`config.mk`:
```
export PLATFORM = sky130hd
export DESIGN_NAME = prim_fifo_sync_wm_flat
export DESIGN_NICKNAME = d
export VERILOG_FILES = /design/src/rtl/prim_fifo_sync_wm_pkg.sv /design/src/rtl/prim_fifo_sync_wm_if.sv /design/src/rtl/prim_fifo_sync_wm_ptr.sv /design/src/rtl/prim_fifo_sync_wm.sv /design/src/flat_wrapper.sv
export SDC_FILE = /design/constraint.sdc
export NUM_CORES = 1
export LEC_CHECK = 0
export BUFFER_PORTS_ARGS = -buffer_cell sky130_fd_sc_hd__buf_2
export CAP_MARGIN = 25
export CORE_MARGIN = 3
export CORE_UTILIZATION = 53
export DETAILED_ROUTE_END_ITERATION = 7
export GPL_TIMING_DRIVEN = 0
export PLACE_DENSITY = 0.8
export SLEW_MARGIN = 20
export SYNTH_ARGS = -nofsm -noshare
export SYNTH_HDL_FRONTEND = slang
export SYNTH_HIERARCHICAL = 1
export SYNTH_SLANG_ARGS = --single-unit
```
`constraint.sdc`:
```
create_clock -name clk_i -period 3.4 [get_ports clk_i]
set_clock_uncertainty 0.2 [all_clocks]
set_input_delay 0.17 -clock clk_i [delete_from_list [all_inputs] [get_ports clk_i]]
set_output_delay 0.17 -clock clk_i [all_outputs]
set_load 0.03 [all_outputs]
```
`src/rtl/prim_fifo_sync_wm_pkg.sv`:
```
// prim_fifo_sync_wm_pkg: shared pointer/status types and sizing helper for prim_fifo_sync_wm.
package prim_fifo_sync_wm_pkg;
  localparam int PtrMaxW = 16;
  localparam int ShW = PtrMaxW + 1;
  typedef struct packed {
    logic phase;
    logic [PtrMaxW-1:0] val;
  } ptr_t;
  typedef struct packed {
    logic almost_full;
    logic almost_empty;
    logic overflow;
    logic [ShW-1:0] peak;
  } wm_status_t;
  function automatic int vbits(int n);
    return (n <= 1) ? 1 : $clog2(n);
  endfunction
endpackage

```
`src/rtl/prim_fifo_sync_wm_if.sv`:
```
// prim_fifo_sync_wm_if: write/read handshake bundle of prim_fifo_sync_wm.
interface prim_fifo_sync_wm_if #(parameter int Width = 16);
  logic wvalid_i, wready_o, rvalid_o, rready_i;
  logic [Width-1:0] wdata_i, rdata_o;
  modport master(output wvalid_i, wdata_i, rready_i, input wready_o, rvalid_o, rdata_o);
  modport slave(input wvalid_i, wdata_i, rready_i, output wready_o, rvalid_o, rdata_o);
endinterface

```
`src/rtl/prim_fifo_sync_wm_ptr.sv`:
```
// prim_fifo_sync_wm_ptr: wrapping FIFO pointer with phase bit, clear and increment.
module prim_fifo_sync_wm_ptr
  import prim_fifo_sync_wm_pkg::*;
#(
  parameter int Depth = 4
) (
  input  logic clk_i,
  input  logic rst_i,
  input  logic clr_i,
  input  logic inc_i,
  output ptr_t ptr_o
);
  ptr_t ptr_q, ptr_d;
  logic wrap;
  assign wrap = ptr_q.val == PtrMaxW'(Depth - 1);
  assign ptr_d = !inc_i ? ptr_q :
                 wrap   ? {~ptr_q.phase, PtrMaxW'(0)} :
                          {ptr_q.phase, ptr_q.val + PtrMaxW'(1)};
  always_ff @(posedge clk_i) ptr_q <= (rst_i || clr_i) ? '0 : ptr_d;
  assign ptr_o = ptr_q;
endmodule

```
`src/rtl/prim_fifo_sync_wm.sv`:
```
// prim_fifo_sync_wm: sync FIFO with occupancy, watermarks, peak and sticky overflow;
// PRIM_FIFO_SYNC_WM_CNT_CHECK_EN adds a pointer-vs-counter consistency check on err_o.
module prim_fifo_sync_wm
  import prim_fifo_sync_wm_pkg::*;
#(
  parameter int Width = 16,
  parameter int Depth = 4,
  parameter bit Pass = 1'b1,
  parameter bit OutputZeroIfEmpty = 1'b1,
  localparam int DepthW = vbits(Depth + 1)
) (
  input  logic                 clk_i,
  input  logic                 rst_i,
  input  logic                 clr_i,
  prim_fifo_sync_wm_if.slave   bus,
  input  logic [DepthW-1:0]    afull_thr_i,
  input  logic [DepthW-1:0]    aempty_thr_i,
  output logic                 full_o,
  output logic [DepthW-1:0]    depth_o,
  output logic                 almost_full_o,
  output logic                 almost_empty_o,
  output logic                 afull_evt_o,
  output logic [DepthW-1:0]    peak_depth_o,
  output logic                 overflow_o,
  output logic                 err_o
);
  localparam int PtrW = vbits(Depth);
  logic under_rst_q, under_rst, fifo_empty, empty, full, wr, rd, afull, almost_full_q, overflow_q;
  logic [DepthW-1:0] depth_q, depth_d, peak_q, peak_d;
  logic [Width-1:0] mem [Depth];
  logic [Width-1:0] head;
  ptr_t wptr, rptr;
  wm_status_t st;
  logic unused_peak;

  always_ff @(posedge clk_i) under_rst_q <= rst_i;
  // rst_i is folded in combinationally so a mid-operation reset drops handshakes at once
  assign under_rst = under_rst_q | rst_i;
  assign full = (wptr.val == rptr.val) & (wptr.phase != rptr.phase);
  assign fifo_empty = wptr == rptr;
  assign empty = fifo_empty & ~(Pass && bus.wvalid_i);
  assign bus.wready_o = ~full & ~under_rst;
  assign bus.rvalid_o = ~empty & ~under_rst;
  assign wr = bus.wvalid_i & bus.wready_o & ~clr_i;
  assign rd = bus.rvalid_o & bus.rready_i & ~clr_i;

  prim_fifo_sync_wm_ptr #(.Depth(Depth)) u_wptr (
    .clk_i(clk_i), .rst_i(rst_i), .clr_i(clr_i), .inc_i(wr), .ptr_o(wptr)
  );
  prim_fifo_sync_wm_ptr #(.Depth(Depth)) u_rptr (
    .clk_i(clk_i), .rst_i(rst_i), .clr_i(clr_i), .inc_i(rd), .ptr_o(rptr)
  );

  always_ff @(posedge clk_i) if (wr) mem[wptr.val[PtrW-1:0]] <= bus.wdata_i;
  assign head = (Pass && fifo_empty) ? bus.wdata_i : mem[rptr.val[PtrW-1:0]];
  assign bus.rdata_o = (OutputZeroIfEmpty && !bus.rvalid_o) ? '0 : head;

  assign depth_d = (wr & ~rd) ? depth_q + 1'b1 : (rd & ~wr) ? depth_q - 1'b1 : depth_q;
  assign peak_d = (depth_d > peak_q) ? depth_d : peak_q;
  assign afull = (afull_thr_i != '0) && (depth_q >= afull_thr_i);

  always_ff @(posedge clk_i)
    if (rst_i || clr_i) begin
      depth_q <= '0;
      peak_q <= '0;
      almost_full_q <= 1'b0;
      overflow_q <= 1'b0;
    end else begin
      depth_q <= depth_d;
      peak_q <= peak_d;
      almost_full_q <= afull;
      overflow_q <= overflow_q | (bus.wvalid_i & full & ~under_rst);
    end

  assign st.almost_full = afull;
  assign st.almost_empty = depth_q <= aempty_thr_i;
  assign st.overflow = overflow_q;
  assign st.peak = ShW'(peak_q);
  assign unused_peak = ^(st.peak >> DepthW);

  assign full_o = full;
  assign depth_o = depth_q;
  assign almost_full_o = st.almost_full;
  assign almost_empty_o = st.almost_empty;
  assign afull_evt_o = st.almost_full & ~almost_full_q;
  assign peak_depth_o = st.peak[DepthW-1:0];
  assign overflow_o = st.overflow;

`ifdef PRIM_FIFO_SYNC_WM_CNT_CHECK_EN
  logic [ShW-1:0] shadow;
  logic err_q;
  assign shadow = (wptr.phase == rptr.phase) ? {1'b0, wptr.val} - {1'b0, rptr.val}
                                             : {1'b0, wptr.val} + ShW'(Depth) - {1'b0, rptr.val};
  always_ff @(posedge clk_i) err_q <= (rst_i || clr_i) ? 1'b0 : err_q | (shadow != ShW'(depth_q));
  assign err_o = err_q;
`else
  assign err_o = 1'b0;
`endif
endmodule

```
`src/flat_wrapper.sv`:
```
// flat-port wrapper written by rule: the top's interface ports become plain ports
module prim_fifo_sync_wm_flat import prim_fifo_sync_wm_pkg::*;
#(
  parameter int Width = 16,
  parameter int Depth = 4,
  parameter bit Pass = 1'b1,
  parameter bit OutputZeroIfEmpty = 1'b1,
  localparam int DepthW = vbits(Depth + 1)
)
  (clk_i, rst_i, clr_i, afull_thr_i, aempty_thr_i, full_o, depth_o, almost_full_o, almost_empty_o, afull_evt_o, peak_depth_o, overflow_o, err_o, bus_wvalid_i, bus_wdata_i, bus_rready_i, bus_wready_o, bus_rvalid_o, bus_rdata_o);
  prim_fifo_sync_wm_if #(.Width(Width)) bus_i ();
  input  logic clk_i;
  input  logic rst_i;
  input  logic clr_i;
  input  logic [DepthW-1:0] afull_thr_i;
  input  logic [DepthW-1:0] aempty_thr_i;
  output logic full_o;
  output logic [DepthW-1:0] depth_o;
  output logic almost_full_o;
  output logic almost_empty_o;
  output logic afull_evt_o;
  output logic [DepthW-1:0] peak_depth_o;
  output logic overflow_o;
  output logic err_o;
  input wire logic [$bits(bus_i.wvalid_i)-1:0] bus_wvalid_i;
  input wire logic [$bits(bus_i.wdata_i)-1:0] bus_wdata_i;
  input wire logic [$bits(bus_i.rready_i)-1:0] bus_rready_i;
  output wire logic [$bits(bus_i.wready_o)-1:0] bus_wready_o;
  output wire logic [$bits(bus_i.rvalid_o)-1:0] bus_rvalid_o;
  output wire logic [$bits(bus_i.rdata_o)-1:0] bus_rdata_o;
  assign bus_i.wvalid_i = bus_wvalid_i;
  assign bus_i.wdata_i = bus_wdata_i;
  assign bus_i.rready_i = bus_rready_i;
  assign bus_wready_o = bus_i.wready_o;
  assign bus_rvalid_o = bus_i.rvalid_o;
  assign bus_rdata_o = bus_i.rdata_o;
  prim_fifo_sync_wm #(.Width(Width), .Depth(Depth), .Pass(Pass), .OutputZeroIfEmpty(OutputZeroIfEmpty)) u_core (.clk_i(clk_i), .rst_i(rst_i), .clr_i(clr_i), .bus(bus_i), .afull_thr_i(afull_thr_i), .aempty_thr_i(aempty_thr_i), .full_o(full_o), .depth_o(depth_o), .almost_full_o(almost_full_o), .almost_empty_o(almost_empty_o), .afull_evt_o(afull_evt_o), .peak_depth_o(peak_depth_o), .overflow_o(overflow_o), .err_o(err_o));
endmodule
```
==> metrics.cfg <==
[outcome]
status = finished with violations
violations = setup timing

[clock_tree]
root_buffer = clkbuf_8
clkTransAtPathRegs_ns = 0.11
insertion_delay_ns = 0.37
clock_sinks = 107
cts_tree = yes
cts_buffer_depth = 2
htree_levels = 3
numCtsBuffers = 9

[worst_hold_path]
hold_path_class = primary input to flip-flop

[sta]
max_slew_margin = 0.393
fmaxAchievable_mhz = 279
setup_viol = 3
slew_viol_final = 0
hold_viol = 0
worstMarginPinSlew_ns = 0.910
tns_ns = -0.326
finalCritPeriodShare = 1.05
whs_ns = 0.0754
rsz0062_at_grt = true
setup_slack_ns = -0.180
final.min_clock_period_ns = 3.58

[route]
vias = 3965
top_layer = met4
drtIter0Drc = 376
met2_length_um = 6420
viasPerCell = 5.75
drtPass1Iterations = 5
drt-total-wl_um = 12400
ant_nets = 0
wl_met1_um = 5130
wl_met3_um = 649
drc = 0
wl_per_cell_um = 18.1

[floorplan]
core_sq_mm = 0.00942
die_w_um = 106
num_rows = 35
dieArea_sq_mm = 0.0111
initial_core_util = 0.557
die_y_um = 106
io_pins = 57

[yosys]
synth_top_area_share = 0.366
synth_area_sq_mm = 0.00525
yosysWarnings = 6
synthSimpleGateAreaFrac = 0.190
synth_cell_type_count = 54
yosysTopAreaCell = edfxtp_1
synth_edf_count = 64
synth_mux_area_frac = 0.0801
synthFlopType = edfxtp_1
synthXorXnorAreaFrac = 0.0799
synth_compound_area_frac = 0.0539
synth_top_family_by_area = simple AND/OR/NAND/NOR gates
synth_nets = 482
syn_avg_cell_area_sq_um = 11.9
synth_area_leaders = edfxtp_1, dfxtp_1, mux4_2
yosysMostFrequentCell = edfxtp_1
synth_commonest_cells = edfxtp_1, nor2_1, dfxtp_1, nand2_1
syn_inst = 442
synth.ff_latch_count = 107
synth_fa_ha_area_frac = 0.0310
ys_seq_area_frac = 0.530
async_reset_ff_frac = 0

[placement]
io_buffers = 55
dp_cells = 627
gp_congestion = 0.853
place.detailed.hpwl_um = 7640

[power]
power.density_mw_per_mm2 = 354
peakVddDrop_mv = 0.237
leakage_nw = 2.44

[setup_path]
critPathKind = flip-flop to flip-flop
critPathLaunchType = flip-flop
cp-end-kind = flip-flop
worst_ep_required_time_ns = 3.51
critPathArrivalTime_ns = 3.69
path_max_fanout = 4

[global_route]
antenna_found_initial = 0
grt_max_degree = 22
grt_use_total = 0.213
grt_pass1_wl_um = 19100
globalRoute.totalOverflow = 0
grt_pass1_vias = 3867

[final_layout]
nets = 595
final_cells = 689
num_antenna_cells = 0
synthToLayoutAreaGrowth_pct = 24.6
layout-drive-gt1-share = 0.363

[run]
drv_cap = 0

[what timing repair did]
item / in CTS / in global routing
hold endpoints to repair: 69 / 0
gates resized for setup: 24 / 44
hold buffers: 20 / 0
pin swaps: 5 / 15
endpoints found under the setup margin: 30 / 43
setup buffers: 1 / 27
[path summary, 6_finish.rpt]
kind	from	to	slack (ns)	cells after the start
max	u_core/u_rptr/ptr_o[5]	u_core/peak_depth_o[0]	-0.18	14
min	bus_wvalid_i	u_core/overflow_o	0.08	4
max reg2reg	u_core/u_rptr/ptr_o[5]	u_core/peak_depth_o[0]	-0.18	14
min reg2reg	u_core/overflow_o	u_core/overflow_o	0.29	1
[layer usage]
| metal | vias up | GRT usage |
|---|---|---|
| li1 | 1835 | - |
| met1 | 1941 | 0.279 |
| met2 | 166 | 0.359 |
| met3 | 23 | 0.0337 |
| met4 | 0 | 0.0796 |
| met5 | - | 0 |
[stage by stage]
step                      instance area (sq um)   util  setup slack (ns)  power [W]
after global routing                       6540  0.694            -0.286    0.00239
after global placement                     5690  0.605            -0.859    0.00154
after CTS                                  6180  0.657           0.00229    0.00231
final                                      6540  0.694            -0.180    0.00232
after floorplan                            5260      -            0.0415    0.00149
after detailed placement                   5720  0.607            -0.479    0.00154
[critical path, cell delays in order, from the launching register on]
cell and delay, ns:
dfxtp_4 0.38, xor2_2 0.18, nor4_4 0.32, and4_1 0.28, buf_6 0.12, mux2_4 0.33, a211oi_4 0.27, nor2_1 0.10
ha_1 0.32, nor2b_4 0.15, o21ai_2 0.05, a32oi_2 0.21, nand3_1 0.12, or3_1 0.39, o211ai_1 0.08
[layout make-up]
class                           instances  area (sq um)
Buffer                                 18           130
Clock buffer                            9           124
Clock inverter                          7          76.3
Fill cell                             618          2880
Inverter                               13          48.8
Multi-Input combinational cell        302          2470
Sequential cell                       107          2840
Tap cell                              129           161
Timing Repair Buffer                  104           693
[kinds of logic (layout without fill, tap and decap cells)]
family / count (synthesis) / in the layout
AOI/OAI and AO/OA: 38 / 38
xor gates and xnor gates: 47 / 47
adders and majority gates: 13 / 13
buffers and inverters: 33 / 151
DFF: 107 / 107
muxes: 20 / 20
other: 1 / 1
and+or+nand+nor: 183 / 183
[state kept, by name, indices dropped and copies added, names as in the netlist]
signal / count
u_core/depth_o: 3
u_core/peak_depth_o: 3
u_core/under_rst_q: 1
u_core/u_rptr/ptr_o: 17
u_core/u_wptr/ptr_o: 17
u_core/overflow_o: 1
u_core/almost_full_q: 1
u_core/mem: 64
[where the power goes]
part / internal (W) / switching (W)
clock network: 0.000291 / 0.000483
registers: 0.00137 / 0.00000276
logic: 0.0000705 / 0.0000993
[cells in the final DEF, fill, tap and decap left out, drive strengths merged, types with 13 or more instances in the layout]
| master | n |
|---|---|
| a21oi | 19 |
| buf | 95 |
| clkbuf | 16 |
| dfxtp | 43 |
| dlygate4sd3 | 20 |
| edfxtp | 64 |
| ha | 13 |
| inv | 17 |
| mux4 | 16 |
| nand2 | 36 |
| nand3 | 26 |
| nand4 | 13 |
| nor2 | 51 |
| nor3 | 16 |
| nor4 | 18 |
| xnor2 | 23 |
| xor2 | 24 |
Power figures use the tool's default switching activity.
